## src/rtl/mod10_run_ctrl.sv

```systemverilog
// rtl/mod10_run_ctrl.sv - debounced run/pause/clear controller with dual-rate mod-10 digit
module mod10_run_ctrl #(
  parameter int SLOW_DIV   = 25000000,
  parameter int FAST_DIV   = 12500000,
  parameter int DEB_CYCLES = 1000000
) (
  input  logic       Clk,
  input  logic       Rst_n,
  input  logic       Btn_Run,
  input  logic       Btn_Mode,
  input  logic       Btn_Clr,
  output logic [3:0] Digit,
  output logic       Carry,
  output logic       Tick,
  output logic       Mode_O,
  output logic [1:0] State,
  output logic       Running
);

  localparam int            DW        = $clog2(DEB_CYCLES + 1);
  localparam logic [DW-1:0] DEB_LAST  = DW'(DEB_CYCLES);
  localparam logic [31:0]   SLOW_LAST = 32'(SLOW_DIV - 1);
  localparam logic [31:0]   FAST_LAST = 32'(FAST_DIV - 1);

  typedef enum logic [1:0] {
    IDLE  = 2'b00,
    RUN   = 2'b01,
    PAUSE = 2'b10
  } state_t;

  // Button lanes: bit 0 = run, bit 1 = mode, bit 2 = clear.
  logic [2:0]    btn_raw;
  logic [2:0]    sync1;
  logic [2:0]    sync2;
  logic [2:0]    deb;
  logic [2:0]    deb_d;
  logic [DW-1:0] deb_cnt [3];
  logic [2:0]    press;
  logic          run_ev;
  logic          mode_ev;
  logic          clr_ev;

  state_t        state;
  state_t        state_nx;
  logic [31:0]   div_cnt;
  logic [31:0]   div_cnt_nx;
  logic [31:0]   div_last;
  logic [3:0]    digit_nx;
  logic          mode_nx;
  logic          tick_nx;
  logic          carry_nx;

  assign btn_raw = {Btn_Clr, Btn_Mode, Btn_Run};
  assign press   = deb & ~deb_d;
  assign run_ev  = press[0];
  assign mode_ev = press[1];
  assign clr_ev  = press[2];
  assign State   = state;

  // Two-flop synchronizer for the asynchronous button inputs.
  always_ff @(posedge Clk or negedge Rst_n) begin
    if (!Rst_n) begin
      sync1 <= '0;
      sync2 <= '0;
    end else begin
      sync1 <= btn_raw;
      sync2 <= sync1;
    end
  end

  // Debounce: a level change is accepted only after it has been stable for DEB_CYCLES clocks;
  // deb_d keeps the previous debounced level for rising-edge press detection.
  always_ff @(posedge Clk or negedge Rst_n) begin
    if (!Rst_n) begin
      deb   <= '0;
      deb_d <= '0;
      for (int i = 0; i < 3; i++) begin
        deb_cnt[i] <= '0;
      end
    end else begin
      deb_d <= deb;
      for (int i = 0; i < 3; i++) begin
        if (sync2[i] == deb[i]) begin
          deb_cnt[i] <= '0;
        end else if (deb_cnt[i] == DEB_LAST) begin
          deb[i]     <= sync2[i];
          deb_cnt[i] <= '0;
        end else begin
          deb_cnt[i] <= deb_cnt[i] + DW'(1);
        end
      end
    end
  end

  // Next-state, divider and digit logic; clear beats run, mode rides along with either and
  // always restarts the divider, which also swallows a tick that would land in that cycle.
  always_comb begin
    state_nx   = state;
    div_cnt_nx = div_cnt;
    digit_nx   = Digit;
    mode_nx    = Mode_O;
    tick_nx    = 1'b0;
    carry_nx   = 1'b0;
    div_last   = Mode_O ? FAST_LAST : SLOW_LAST;

    if (mode_ev) begin
      mode_nx = ~Mode_O;
    end

    if (clr_ev) begin
      state_nx   = IDLE;
      digit_nx   = 4'd0;
      div_cnt_nx = '0;
    end else if (run_ev) begin
      // Leaving RUN holds DIV_CNT so a later resume continues mid-period.
      case (state)
        IDLE:    state_nx = RUN;
        RUN:     state_nx = PAUSE;
        default: state_nx = RUN;
      endcase
    end else if (!mode_ev && (state == RUN)) begin
      if (div_cnt == div_last) begin
        div_cnt_nx = '0;
        tick_nx    = 1'b1;
        if (Digit == 4'd9) begin
          digit_nx = 4'd0;
          carry_nx = 1'b1;
        end else begin
          digit_nx = Digit + 4'd1;
        end
      end else begin
        div_cnt_nx = div_cnt + 32'd1;
      end
    end else if (state == IDLE) begin
      div_cnt_nx = '0;
    end

    if (mode_ev) begin
      div_cnt_nx = '0;
    end
  end

  // State, divider and all visible outputs are registered together.
  always_ff @(posedge Clk or negedge Rst_n) begin
    if (!Rst_n) begin
      state   <= IDLE;
      div_cnt <= '0;
      Digit   <= 4'd0;
      Mode_O  <= 1'b0;
      Tick    <= 1'b0;
      Carry   <= 1'b0;
      Running <= 1'b0;
    end else begin
      state   <= state_nx;
      div_cnt <= div_cnt_nx;
      Digit   <= digit_nx;
      Mode_O  <= mode_nx;
      Tick    <= tick_nx;
      Carry   <= carry_nx;
      Running <= (state_nx == RUN);
    end
  end

endmodule

```

## config.mk

```make
export PLATFORM = sky130hd
export DESIGN_NAME = mod10_run_ctrl
export DESIGN_NICKNAME = d
export VERILOG_FILES = /design/src/rtl/mod10_run_ctrl.sv
export SDC_FILE = /design/constraint.sdc
export NUM_CORES = 1
export LEC_CHECK = 0
export ABC_AREA = 1
export ABC_CLOCK_PERIOD_IN_PS = 2300
export CORE_MARGIN = 3
export CORE_UTILIZATION = 62
export CTS_CLUSTER_DIAMETER = 80
export CTS_CLUSTER_SIZE = 25
export DETAILED_ROUTE_END_ITERATION = 16
export MAX_ROUTING_LAYER = met4
export PLACE_DENSITY = 0.8
export RECOVER_POWER = 100
export SLEW_MARGIN = 10
export SYNTH_ARGS = -nofsm -noshare
export SYNTH_HDL_FRONTEND = slang
export SYNTH_SLANG_ARGS = --single-unit
```

## constraint.sdc

```tcl
create_clock -name Clk -period 2.3 [get_ports Clk]
set_clock_uncertainty 0.1 [all_clocks]
set_input_delay 0.46 -clock Clk [delete_from_list [all_inputs] [get_ports Clk]]
set_output_delay 0.46 -clock Clk [all_outputs]
set_load 0.02 [all_outputs]
```

Word level (Yosys, flattened, before mapping)
Cells that the tools add are included.

storage, ports and cells
  bits of input ports = 5
  flip-flop bits (word level) = 114
  output and inout port bits = 10

cells by class
  bitwise logic cells = 6
  reduce and logical (&&, ||, !) cells = 11
  eq/ne operators = 12
  muxes and demuxes = 30
  add/subtract/negate cells = 5

operator list
  operator                                                count
  two-way mux 32 bit                                      6
  two-way mux 20 bit                                      6
  adder 20 x 1 -> 20 bit (second input constant)          3
  equality test 20 bit (second input constant)            3
  adder 32 x 1 -> 32 bit (second input constant)          1
  equality test 32 x 25 -> 1 bit                          1
  two-way mux 25 bit                                      1
  two-way mux 4 bit                                       5
  two-way mux 1 bit                                       9
  AND reduction 2 bit                                     4
  two-way mux 2 bit                                       3
  adder 4 x 1 -> 4 bit (second input constant)            1
  equality test 2 x 1 -> 1 bit (second input constant)    2
  equality test 4 bit (second input constant)             1
  NOT 1 bit                                               4
  nonzero test 2 bit                                      2
  nonzero test 4 bit                                      1
  bitwise AND 3 bit                                       1
  equality test 1 bit                                     3
  inequality test 3 x 1 -> 1 bit (second input constant)  1
  NOT 3 bit                                               1
  AND reduction 3 bit                                     1
  logical NOT 2 bit                                       1
  inequality test 2 x 1 -> 1 bit (second input constant)  1
  2 further kinds                                         2

Depth between registers and ports, before layout
Gate-level depths: netlist of the first run.

  depth after elaboration = 8
  depth in mapped cells = 11
  depth with buffers taken out = 11

Worst setup path before layout of the first run
No wires, ideal clock.

  kind = flip-flop to flip-flop
  start = register deb_cnt[0] (netlist bit)
  end = register deb_cnt[18] (netlist bit)
  library setup time = 0.129 ns
  arrival time = 1.371 ns
  setup slack = 0.700 ns
  cell stages (with the launch flop) = 9
  period minus slack after synthesis = 1.600 ns
  path through = dfrtp_1 ha_1 nand2_1 nor2_4 nand4_2 nor2_1 nand3_1 nand2_1 a21oi_1

between the ends
  longest elaborated chain between the ends = 3
  elaborated cells between the ends (all ways) = 4
  classes of those cells = 1 x add/sub; 1 x eq/ne; 2 x mux

RTL lines
  item                                                            line    text
  start, declared                                                 37      logic [DW-1:0] deb_cnt [3];
  start signal, assigned by index                                 89      deb_cnt[i] <= deb_cnt[i] + DW'(1);
  adder 20 x 1 -> 20 bit or equality test 20 bit (tied branches)  89, 85
  two-way mux 20 bit (*)                                          85      end else if (deb_cnt[i] == DEB_LAST) begin
  two-way mux 20 bit (*)                                          83      if (sync2[i] == deb[i]) begin

Every way passes the cells marked *; elsewhere a longest branch is shown, timed or not.
A chain may end at the register's enable or synchronous reset.

Worst setup path after layout of the first run
  start = register Digit[2]
  end = output Digit[2]

RTL lines
  item                    line  text
  start, declared         12    output logic [3:0] Digit,
  start signal, assigned  156   Digit <= digit_nx;

No word-level cell between the ends.

==> results.cfg, run 1 <==
[timing]
final.setup.tns_ns = 0
hold_viol = 0
rsz0062_at_grt = false
min_period_ns = 2.22
post-route-period-util_pct = 96.6
finalMaxSlewViolations = 0
finalSetupViolCount = 0
max_freq_ghz = 0.450
worst_slew_pin_slew_ns = 0.706
slew_headroom_pct = 53.0

[logic_synthesis]
synth_cell_type_count = 31
syn_avg_cell_area_sq_um = 7.35
synth-seq-area-share_pct = 45.1
syn_area_sq_um = 6320
synthesis.nets = 874
ys_ff_latch = 114
synth.yosys.warnings = 0
synthCells = 860

[clock_tree]
clockBufferDepth = 2
post_cts_buffers = 0
postCtsResizedCells = 0
hold_buffers = 1
ctsHtreeMaxLevel = 4
cts_tree = done
clk_pin_slew_worst_paths_ns = 0.06
clock-sinks = 114
numCtsBuffers = 17
clk_latency_ns = 0.53
root_buffer = clkbuf_8

[placed_design]
routabilityCongestion = 1.01
io_buffers = 14
post-dp-hpwl_um = 10200

[finish]
fillers = 761
area_growth_pct = 13.3
utilization_pct = 72.6
drive_above_1_share_pct = 5.51
final_cell_mix = nand2_1 (199), nor2_1 (178), inv_1 (125)
num_antenna_cells = 0
multi_input_area_sq_um = 2880
nets = 908
regArea_sq_um = 2850
layout_commonest_cell = nand2_1

[worst_setup_path]
rr_startpoint = deb[1]$_DFFE_PN0P_
arrival_ns = 1.66
cpMaxStageDelayCell = dlygate4sd3_1
max_stage_delay_ns = 0.70
cp_cell_sequence = dlygate4sd3_1
critical_path.top_delay_family = buffers and inverters
reg2reg_setup_slack_ns = 0.21
worstRegToRegCells = 8
crit_fanout = 5
endpoint_kind = primary output
crit_path_start_kind = flip-flop
crit_type = flip-flop to primary output
critPathBufInv = 1
reg2reg_to = Digit[2]$_DFFE_PN0P_
crit_required_ns = 1.74

[drt]
drt_pre_antenna_iters = 4
via_per_inst = 5.43
routedWlPerCell_um = 13.9
drcViolationCount = 0
drt_wl_total_um = 14500
drtIter0Drc = 367
drtAntennaViolNets = 0
num_vias = 5650

[pwr]
ir_drop_v = 0.000855
power_uw = 4820
powerDensity_nw_per_um2 = 673
p_leak_uw = 0.00330

[min_path]
min-delay-start = sync1[0]$_DFF_PN0_
holdCritPathClass = flip-flop to flip-flop
hold_depth = 0
holdPathEnd = sync2[0]$_DFF_PN0_

[outcome]
status = complete, no violations

[floorplan]
core_area_sq_um = 9860
die_w_um = 107
std_cell_rows = 36
top_level_ports = 15
die_h_um = 107
start_util_pct = 64.1
dieArea_sq_um = 11400

[global_route]
grt_pass1_wl_um = 24800
grt_pass1_vias = 5437
antenna_found_initial = 0
grt_usage_pct = 28.2
grt_max_degree = 49
overflow = 0

[job]
maxCapViolCount = 0
[how the worst max path moves through the flow]
stage                               to                     from  cells past startpoint  slack [ns]
5_1_grt                       Digit[2]     Digit[2]$_DFFE_PN0P_                      1        0.04
3_5_place_dp   div_cnt[18]$_DFFE_PN0P_       deb[2]$_DFFE_PN0P_                      7        0.41
3_3_place_gp   div_cnt[23]$_DFFE_PN0P_  div_cnt[11]$_DFFE_PN0P_                      7        0.44
2_1_floorplan    deb_cnt[18]$_DFF_PN0_     deb_cnt[0]$_DFF_PN0_                      8        0.70
4_1_cts                       Digit[0]     Digit[0]$_DFFE_PN0P_                      1        0.11
6_report                      Digit[2]     Digit[2]$_DFFE_PN0P_                      1        0.08
[cells by family (layout without fill, tap and decap cells)]
group	count (synthesis)	in the layout	synth area share [%]
flops	114	114	45.1
buf+inv	135	182	8.37
compound gates	39	39	3.19
xor+xnor	31	31	4.29
fa+ha+maj	9	9	1.78
simple gates	532	532	37.3
[layer usage]
layer | GRT usage (%) | vias to the layer above | wire, um
li1 | - | 2781 | -
met1 | 34.5 | 2636 | 6090
met2 | 45.6 | 201 | 7060
met3 | 6.68 | 32 | 973
met4 | 10.8 | 0 | 330
met5 | - | - | 0
[Yosys cell counts]
library cell	n	area [sq um]
nor3_2	7	70.1
a21oi_1	23	115
nor2_4	2	22.5
or2_0	1	6.26
buf_2	4	20.0
nor4_1	1	6.26
nor2_2	9	56.3
o21ai_0	13	65.1
nand3_1	58	290
nand3b_1	2	15.0
inv_4	1	6.26
nand4_2	1	12.5
inv_1	125	469
nand4_1	31	194
nand2_2	4	25.0
nor2_1	171	642
dfrtp_1	114	2850
buf_6	2	22.5
nand3_2	2	20.0
nor3_1	34	170
nor3b_1	10	75.1
xnor2_1	4	35.0
nand2_1	197	739
a21o_1	1	7.51
clkbuf_1	1	3.75
xor2_1	27	236
or2_2	2	12.5
o21bai_1	1	7.51
ha_1	9	113
clkinv_1	2	7.51
a31oi_1	1	6.26
[registers in the layout, summed over array words and instances (netlist names), 2 cells and up]
register	flops
deb_cnt	60
sync2	3
deb_d	3
div_cnt	32
deb	3
sync1	3
State	2
Digit	4
[layout make-up]
type	instances	area share [%]
inverter	128	6.71
multi-input combinational	611	40.2
sequential	114	39.8
timing repair buffer	22	2.55
clock inverter	12	2.18
clock buffer	20	6.22
tap	133	2.32
[power breakdown]
group / internal [uW] / leakage (uW) / total (uW) / switching, uW
Sequential: 2030 / 0.00157 / 2040 / 16.7
Combinational: 27.7 / 0.00144 / 109 / 80.9
Clock: 1710 / 0.000283 / 2670 / 962
[stage by stage]
step                      instances  instance area (sq um)  setup slack, ns  hold WS (ns)
after detailed placement       1007                   6650            0.410         0.248
after floorplan                 860                   6320            0.700        0.0644
after CTS                      1040                   7260            0.110         0.254
after global routing           1040                   7160           0.0387         0.275
after global placement         1007                   6650            0.437         0.254
final                          1040                   7160           0.0775         0.258
Power figures use the tool's default switching activity.
==> run 2, diff against run 1 <==
Settings changed: HOLD_SLACK_MARGIN from default to 0.15.
==> results of run 2 <==
Final layout, timing and power as in run 1 (identical DEF).
